[config.mk]
export PLATFORM = sky130hd
export DESIGN_NAME = prga
export DESIGN_NICKNAME = d
export VERILOG_FILES = /design/src/rtl/rc4_pkg.sv /design/src/rtl/prga.sv
export SDC_FILE = /design/constraint.sdc
export NUM_CORES = 1
export LEC_CHECK = 0
export ABC_AREA = 1
export BUFFER_PORTS_ARGS = -buffer_cell sky130_fd_sc_hd__buf_2
export CAP_MARGIN = 10
export CORE_AREA = 2 2 93 95
export DETAILED_ROUTE_END_ITERATION = 12
export DIE_AREA = 0 0 95 97
export GPL_ROUTABILITY_DRIVEN = 0
export GPL_TIMING_DRIVEN = 0
export PLACE_DENSITY = 0.67
export REMOVE_ABC_BUFFERS = 1
export SETUP_SLACK_MARGIN = 0.5
export SLEW_MARGIN = 10
export SYNTH_ARGS = -nofsm -noshare
export SYNTH_HDL_FRONTEND = slang
export SYNTH_SLANG_ARGS = --single-unit
[constraint.sdc]
create_clock -name clk -period 2.4 [get_ports clk]
set_input_delay 0.36 -clock clk [delete_from_list [all_inputs] [get_ports clk]]
set_output_delay 0.36 -clock clk [all_outputs]
set_load 0.005 [all_outputs]
[src/rtl/rc4_pkg.sv]
// Shared RC4 datapath definitions used by init, ksa and prga.
package rc4_pkg;

  localparam int unsigned BYTE_W = 8;

  typedef logic [BYTE_W-1:0] byte_t;

  // Byte 0 of both ciphertext and plaintext holds the message length.
  localparam byte_t MSG_LEN_ADDR = 8'd0;

  typedef enum logic [3:0] {
    PRGA_IDLE,
    PRGA_LEN_RD,
    PRGA_LEN_WR,
    PRGA_RD_I,
    PRGA_RD_J,
    PRGA_SWAP_I,
    PRGA_SWAP_J,
    PRGA_RD_PAD,
    PRGA_WR_PT
  } prga_state_t;

endpackage

[src/rtl/prga.sv]
// RC4 pseudo-random generation: continues permuting S and decrypts a
// length-prefixed ciphertext into a length-prefixed plaintext memory.
module prga
  import rc4_pkg::*;
(
  input  logic              clk,
  input  logic              rst_n,
  input  logic              en,
  output logic              rdy,
  output logic [BYTE_W-1:0] s_addr,
  input  logic [BYTE_W-1:0] s_rddata,
  output logic [BYTE_W-1:0] s_wrdata,
  output logic              s_wren,
  output logic [BYTE_W-1:0] ct_addr,
  input  logic [BYTE_W-1:0] ct_rddata,
  output logic [BYTE_W-1:0] pt_addr,
  output logic [BYTE_W-1:0] pt_wrdata,
  output logic              pt_wren
);

  prga_state_t r_state;
  byte_t       r_i;
  byte_t       r_j;
  byte_t       r_k;
  byte_t       r_len;
  byte_t       r_si;
  byte_t       r_sj;

  byte_t w_i_next;
  byte_t w_j_next;
  byte_t w_pad_idx;

  assign w_i_next  = r_i + 8'd1;
  assign w_j_next  = r_j + s_rddata;
  // Pre-swap si+sj equals the post-swap S[i]+S[j], so no extra reads are needed.
  assign w_pad_idx = r_si + r_sj;

  always_ff @(posedge clk or negedge rst_n) begin
    if (!rst_n) begin
      r_state <= PRGA_IDLE;
      r_i     <= '0;
      r_j     <= '0;
      r_k     <= '0;
      r_len   <= '0;
      r_si    <= '0;
      r_sj    <= '0;
    end else begin
      case (r_state)
        PRGA_IDLE: begin
          if (en) begin
            r_i     <= '0;
            r_j     <= '0;
            r_state <= PRGA_LEN_RD;
          end
        end
        PRGA_LEN_RD: r_state <= PRGA_LEN_WR;
        PRGA_LEN_WR: begin
          r_len   <= ct_rddata;
          r_k     <= 8'd1;
          r_state <= (ct_rddata == '0) ? PRGA_IDLE : PRGA_RD_I;
        end
        PRGA_RD_I: begin
          r_i     <= w_i_next;
          r_state <= PRGA_RD_J;
        end
        PRGA_RD_J: begin
          r_si    <= s_rddata;
          r_j     <= w_j_next;
          r_state <= PRGA_SWAP_I;
        end
        PRGA_SWAP_I: begin
          r_sj    <= s_rddata;
          r_state <= PRGA_SWAP_J;
        end
        PRGA_SWAP_J: r_state <= PRGA_RD_PAD;
        PRGA_RD_PAD: r_state <= PRGA_WR_PT;
        PRGA_WR_PT: begin
          // Equality stop keeps L=255 from ever needing k=256.
          if (r_k == r_len) begin
            r_state <= PRGA_IDLE;
          end else begin
            r_k     <= r_k + 8'd1;
            r_state <= PRGA_RD_I;
          end
        end
        default: r_state <= PRGA_IDLE;
      endcase
    end
  end

  always_comb begin
    rdy       = 1'b0;
    s_addr    = '0;
    s_wrdata  = '0;
    s_wren    = 1'b0;
    ct_addr   = '0;
    pt_addr   = '0;
    pt_wrdata = '0;
    pt_wren   = 1'b0;
    case (r_state)
      PRGA_IDLE:   rdy = 1'b1;
      PRGA_LEN_RD: ct_addr = MSG_LEN_ADDR;
      PRGA_LEN_WR: begin
        pt_addr   = MSG_LEN_ADDR;
        pt_wrdata = ct_rddata;
        pt_wren   = 1'b1;
      end
      PRGA_RD_I:   s_addr = w_i_next;
      PRGA_RD_J:   s_addr = w_j_next;
      PRGA_SWAP_I: begin
        s_addr   = r_i;
        s_wrdata = s_rddata;
        s_wren   = 1'b1;
      end
      PRGA_SWAP_J: begin
        s_addr   = r_j;
        s_wrdata = r_si;
        s_wren   = 1'b1;
      end
      PRGA_RD_PAD: begin
        s_addr  = w_pad_idx;
        ct_addr = r_k;
      end
      PRGA_WR_PT: begin
        pt_addr   = r_k;
        pt_wrdata = s_rddata ^ ct_rddata;
        pt_wren   = 1'b1;
      end
      default: ;
    endcase
  end

endmodule

After elaboration in Yosys (flattened, before gate mapping)
Index checks and enable logic that the tools add are counted.
Cells by class
  add/subtract/negate cells: 4
  $mul: 0
  div/mod/pow operators: 0
  order comparisons: 0
  equal/unequal tests: 11
  shift-type cells: 0
  muxes and demuxes: 17
  bitwise operators: 1
  reduce and logical (&&, ||, !) cells: 10
Operator list (number)
  8-bit one-hot mux with 2 select lines: 5
  8-bit one-hot mux with 5 select lines: 1
  4-bit one-hot mux with 9 select lines: 1
  8-bit 2-to-1 mux: 4
  8-bit by 1-bit adder with 8-bit output, second input constant: 2
  8-bit adder: 2
  4-bit by 3-bit == test with 1-bit output, second input constant: 4
  4-bit by 2-bit == test with 1-bit output, second input constant: 2
  8-bit == test: 1
  8-bit zero test: 1
  8-bit XOR: 1
  2-bit AND reduction: 3
  2-bit nonzero test: 3
  4-bit by 1-bit == test with 1-bit output, second input constant: 1
  4-bit == test, second input constant: 1
  4-bit zero test: 1
  2-bit 2-to-1 mux: 2
  4-bit 2-to-1 mux: 1
  2-bit != test, second input constant: 2
  2-bit OR reduction: 2
  1-bit 2-to-1 mux: 3
Storage, ports and cells
  bits in registers: 52
  latch bits: 0
  RAM bits: 0
  bits in read-only memories: 0
  input bits: 19
  output and inout port bits: 43
  memories: 0

Longest topological paths before layout
  depth in word-level cells: 3
  depth in mapped cells: 11
  mapped depth without buffers: 10

Worst setup path after synthesis
OpenSTA, ideal clock, no wires.
  path type: register -> output
  from: register r_si[0]
  to: output s_addr[2]
  data arrival time: 1.584 ns
  required time: 2.040 ns
  setup slack: 0.456 ns
  cell stages (with the launch flop): 8
  path buffers: 0
  cells stage by stage: dfrtp_1 ha_1 fa_1 or2_2 nand3_1 o21ai_0 nor2_1 nand2_1
Between the ends
  cells in the longest elaborated chain, start to end: 2
RTL lines
  start: declaration: RTL line prga.sv:26  | byte_t r_si;
  start signal: assignment: RTL line prga.sv:67  | r_si <= s_rddata;
  8-bit adder: RTL line prga.sv:36  | assign w_pad_idx = r_si + r_sj;
  8-bit one-hot mux with 5 select lines: RTL line prga.sv:100  | case (r_state)
  end: declaration: RTL line prga.sv:10  | output logic [BYTE_W-1:0] s_addr,
No other way between the ends.

Final worst setup path
  from: register r_sj[0]
  to: output s_addr[6]
Between the ends
  cells in the longest elaborated chain, start to end: 2
RTL lines
  start: declaration: RTL line prga.sv:27  | byte_t r_sj;
  start signal: assignment: RTL line prga.sv:72  | r_sj <= s_rddata;
  8-bit adder: RTL line prga.sv:36
  8-bit one-hot mux with 5 select lines: RTL line prga.sv:100
No other way between the ends.

==> flow_summary.yaml <==
grt:
  grt_max_degree: 53
  grt_pass1_vias: 3753
  grt_pass1_wl_mm: 17.55
  grt_overflow: 0
  track_usage: 0.2416
  antenna_found_initial: 0
final_layout:
  layout.nets: 669
  layout_commonest_cell: "nand2_1"
  fin_area_um2: 5321
  final_util: 0.6542
  num-fill-cells: 680
  instances_no_fill: 738
  multi_input_area_um2: 2660
  layout_common_cells: "nand2_1 (151), buf_2 (58), inv_1 (51), dfrtp_1 (46), nor2_1 (33)"
  insertedDiodeCount: 0
  syn_to_final_growth_pct: 47.98
  regArea_um2: 1309
  drive_above_1_share: 0.3965
setup_path:
  cp_slowest_cell: "dfrtp_1"
  critPathBufInv: 2
  critPathMaxStageDelay_ns: 0.40
  required_ns: 2.04
  crit_chain: "ha_2 > fa_2 > buf_6 > nand4_1 > nand3_1 > nand2_1 > nand3_2 > nand3_2 > buf_2"
  critPathLaunchType: "flip-flop"
  critPathTopFamily: "adder cells"
  critical_path.most_common_cell: "nand3_2"
  endpoint_kind: "primary output"
  cp_max_fo: 3
  worstPathArrival_ns: 1.98
  worst-setup-path-type: "reg2out"
timing:
  hold_viol_final: 0
  slew_headroom: 0.5302
  setup_viol: 0
  tightest_slew_ns: 0.7047
  rsz0062_at_grt: "yes"
  clock_skew_ns: 0.01019
  final_max_slew_viol_count: 0
  fin_crit_sh: 0.9759
  fmax_mhz: 426.9
  post-route-min-period_ns: 2.342
drt:
  vias_per_cell: 5.321
  drtIter0Drc: 218
  first_pass_iters: 5
  routedWlPerCell_um: 15.97
  ant_nets: 0
  drc_errors: 0
  wirelength_mm: 11.78
  vias: 3927
synth:
  syn_area_per_cell_um2: 6.915
  synthFlopType: "dfrtp_1"
  synth_area_leader_cell: "dfrtp_1"
  synth_seq_cells: 52
  seq_area_frac_synth: 0.3619
  async_flop_share: 1.000
  syn_area_um2: 3596
  synth_cell_types: 33
  synthCells: 520
  synth_area_leaders: "dfrtp_1 (36%), nand2_1 (19%), inv_1 (5.8%)"
  yosysTopAreaCellShare: 0.3619
  synth-edff-count: 0
  ys_warn_count: 0
clock_network:
  cts.sinks: 52
  clk_latency_ns: 0.32
  clock_path_buffers: 2
  numCtsBuffers: 5
  htree_levels: 2
  ctsHoldBuffers: 0
  cts_root_buf: "clkbuf_8"
  clk_pin_slew_ns: 0.11
  cts_tree: "done"
floorplan:
  initial_core_util: 0.4421
  io_pins: 62
  die_x_um: 95
  die-area_um2: 9215
  die_h_um: 97
  rows: 33
  core_um2: 8134
pwr:
  p_leak_nw: 2.598
  ir_worst_vdd_uv: 634.1
  powerDensity_nw_per_um2: 546.4
  power.total_mw: 2.908
flow_run:
  drv_cap: 0
placement:
  hpwl_mm: 7.012
  placed_area_um2: 3969
  io_buffers: 61
  dp.cells: 675
worst_hold_path:
  min_path_type: "in2async"
outcome:
  status: "finished, final reports clean"
-- cells by family after synthesis --
logic type / share of synthesized area
and+or+nand+nor: 0.3514
buffers and inverters: 0.08351
AOI/OAI and AO/OA: 0.08525
DFF: 0.3619
xor gates and xnor gates: 0.05115
adders and majority gates: 0.06681
-- final cells by class --
class                           count  share of cell area
Clock buffer                        5             0.01293
Inverter                           63             0.05243
Sequential cell                    52              0.2459
Clock inverter                      3            0.004467
Multi-Input combinational cell    395              0.4999
Tap cell                          105             0.02469
Timing Repair inverter              3            0.005878
Timing Repair Buffer              112              0.1538
-- synth_stat cells (2+ instances only) --
cell type and count:
ha_1 16, o22ai_1 9, nor3_1 2, o21ai_1 2
dfrtp_1 52, nand4_1 7, nor2_1 54, buf_2 8
nand3b_1 2, xor2_1 6, nand2_2 3, nand2_1 181
o21ai_0 27, nand3_1 40, xnor2_1 15, inv_1 56
a21oi_1 16, fa_1 2, or2_2 2, inv_2 7
-- path summary, 6_finish.rpt --
path,to,startpoint,cells past startpoint,slack (ns)
min in group clk,r_len[6],ct_rddata[6],3,0.33
setup / recovery,s_addr[6],r_sj[0],9,0.06
hold reg to reg,r_len[2],r_len[2],2,0.52
setup reg to reg,r_k[7],r_state[0],11,0.48
hold / removal,r_k[0],rst_n,1,0.08
max in group asynchronous,r_j[1],rst_n,1,1.81
-- metal layers --
layer,global-route usage,vias up,share of wire
met1,0.2965,1868,0.39
met3,0.03583,33,0.058
li1,-,1878,-
met5,0,-,0
met4,0.08696,0,0.029
met2,0.4233,148,0.52
-- power breakdown --
group	switching [mW]	total [mW]	internal, mW
logic	0.699	1.31	0.615
clock network	0.334	0.542	0.208
registers	0.0894	1.05	0.963
-- per-stage QoR --
| step | hold slack (ns) | TNS, ns | setup WS [ns] |
|---|---|---|---|
| 5_1_grt | 0.1357 | -0.02166 | -0.01265 |
| 3_5_place_dp | 0.4737 | 0 | 0.1989 |
| 2_1_floorplan | 0.06441 | 0 | 0.4561 |
| 4_1_cts | 0.3134 | 0 | 0.06587 |
| 3_3_place_gp | 0.4659 | 0 | 0.2187 |
| 6_report | 0.07968 | 0 | 0.05777 |
-- timing repair --
item	CTS	global route
resized for setup	96	113
buffers inserted	38	13
pin swaps	30	44
cloned	2	2
setup endpoints to repair	42	51
-- registers in the layout, summed over array words and instances (netlist names) --
name	flops
r_k	8
r_i	8
r_si	8
r_sj	8
r_state	4
r_len	8
r_j	8
-- worst reg2reg max path, stage by stage, from the launching register on --
cell	delay, ns
dfrtp_2	0.47
nor2_4	0.16
inv_4	0.08
nor3_4	0.23
buf_6	0.13
clkinvlp_4	0.16
buf_6	0.16
buf_6	0.11
buf_8	0.14
nor2_4	0.10
nand2_2	0.05
nand2_1	0.06
Power figures use the tool's default switching activity.
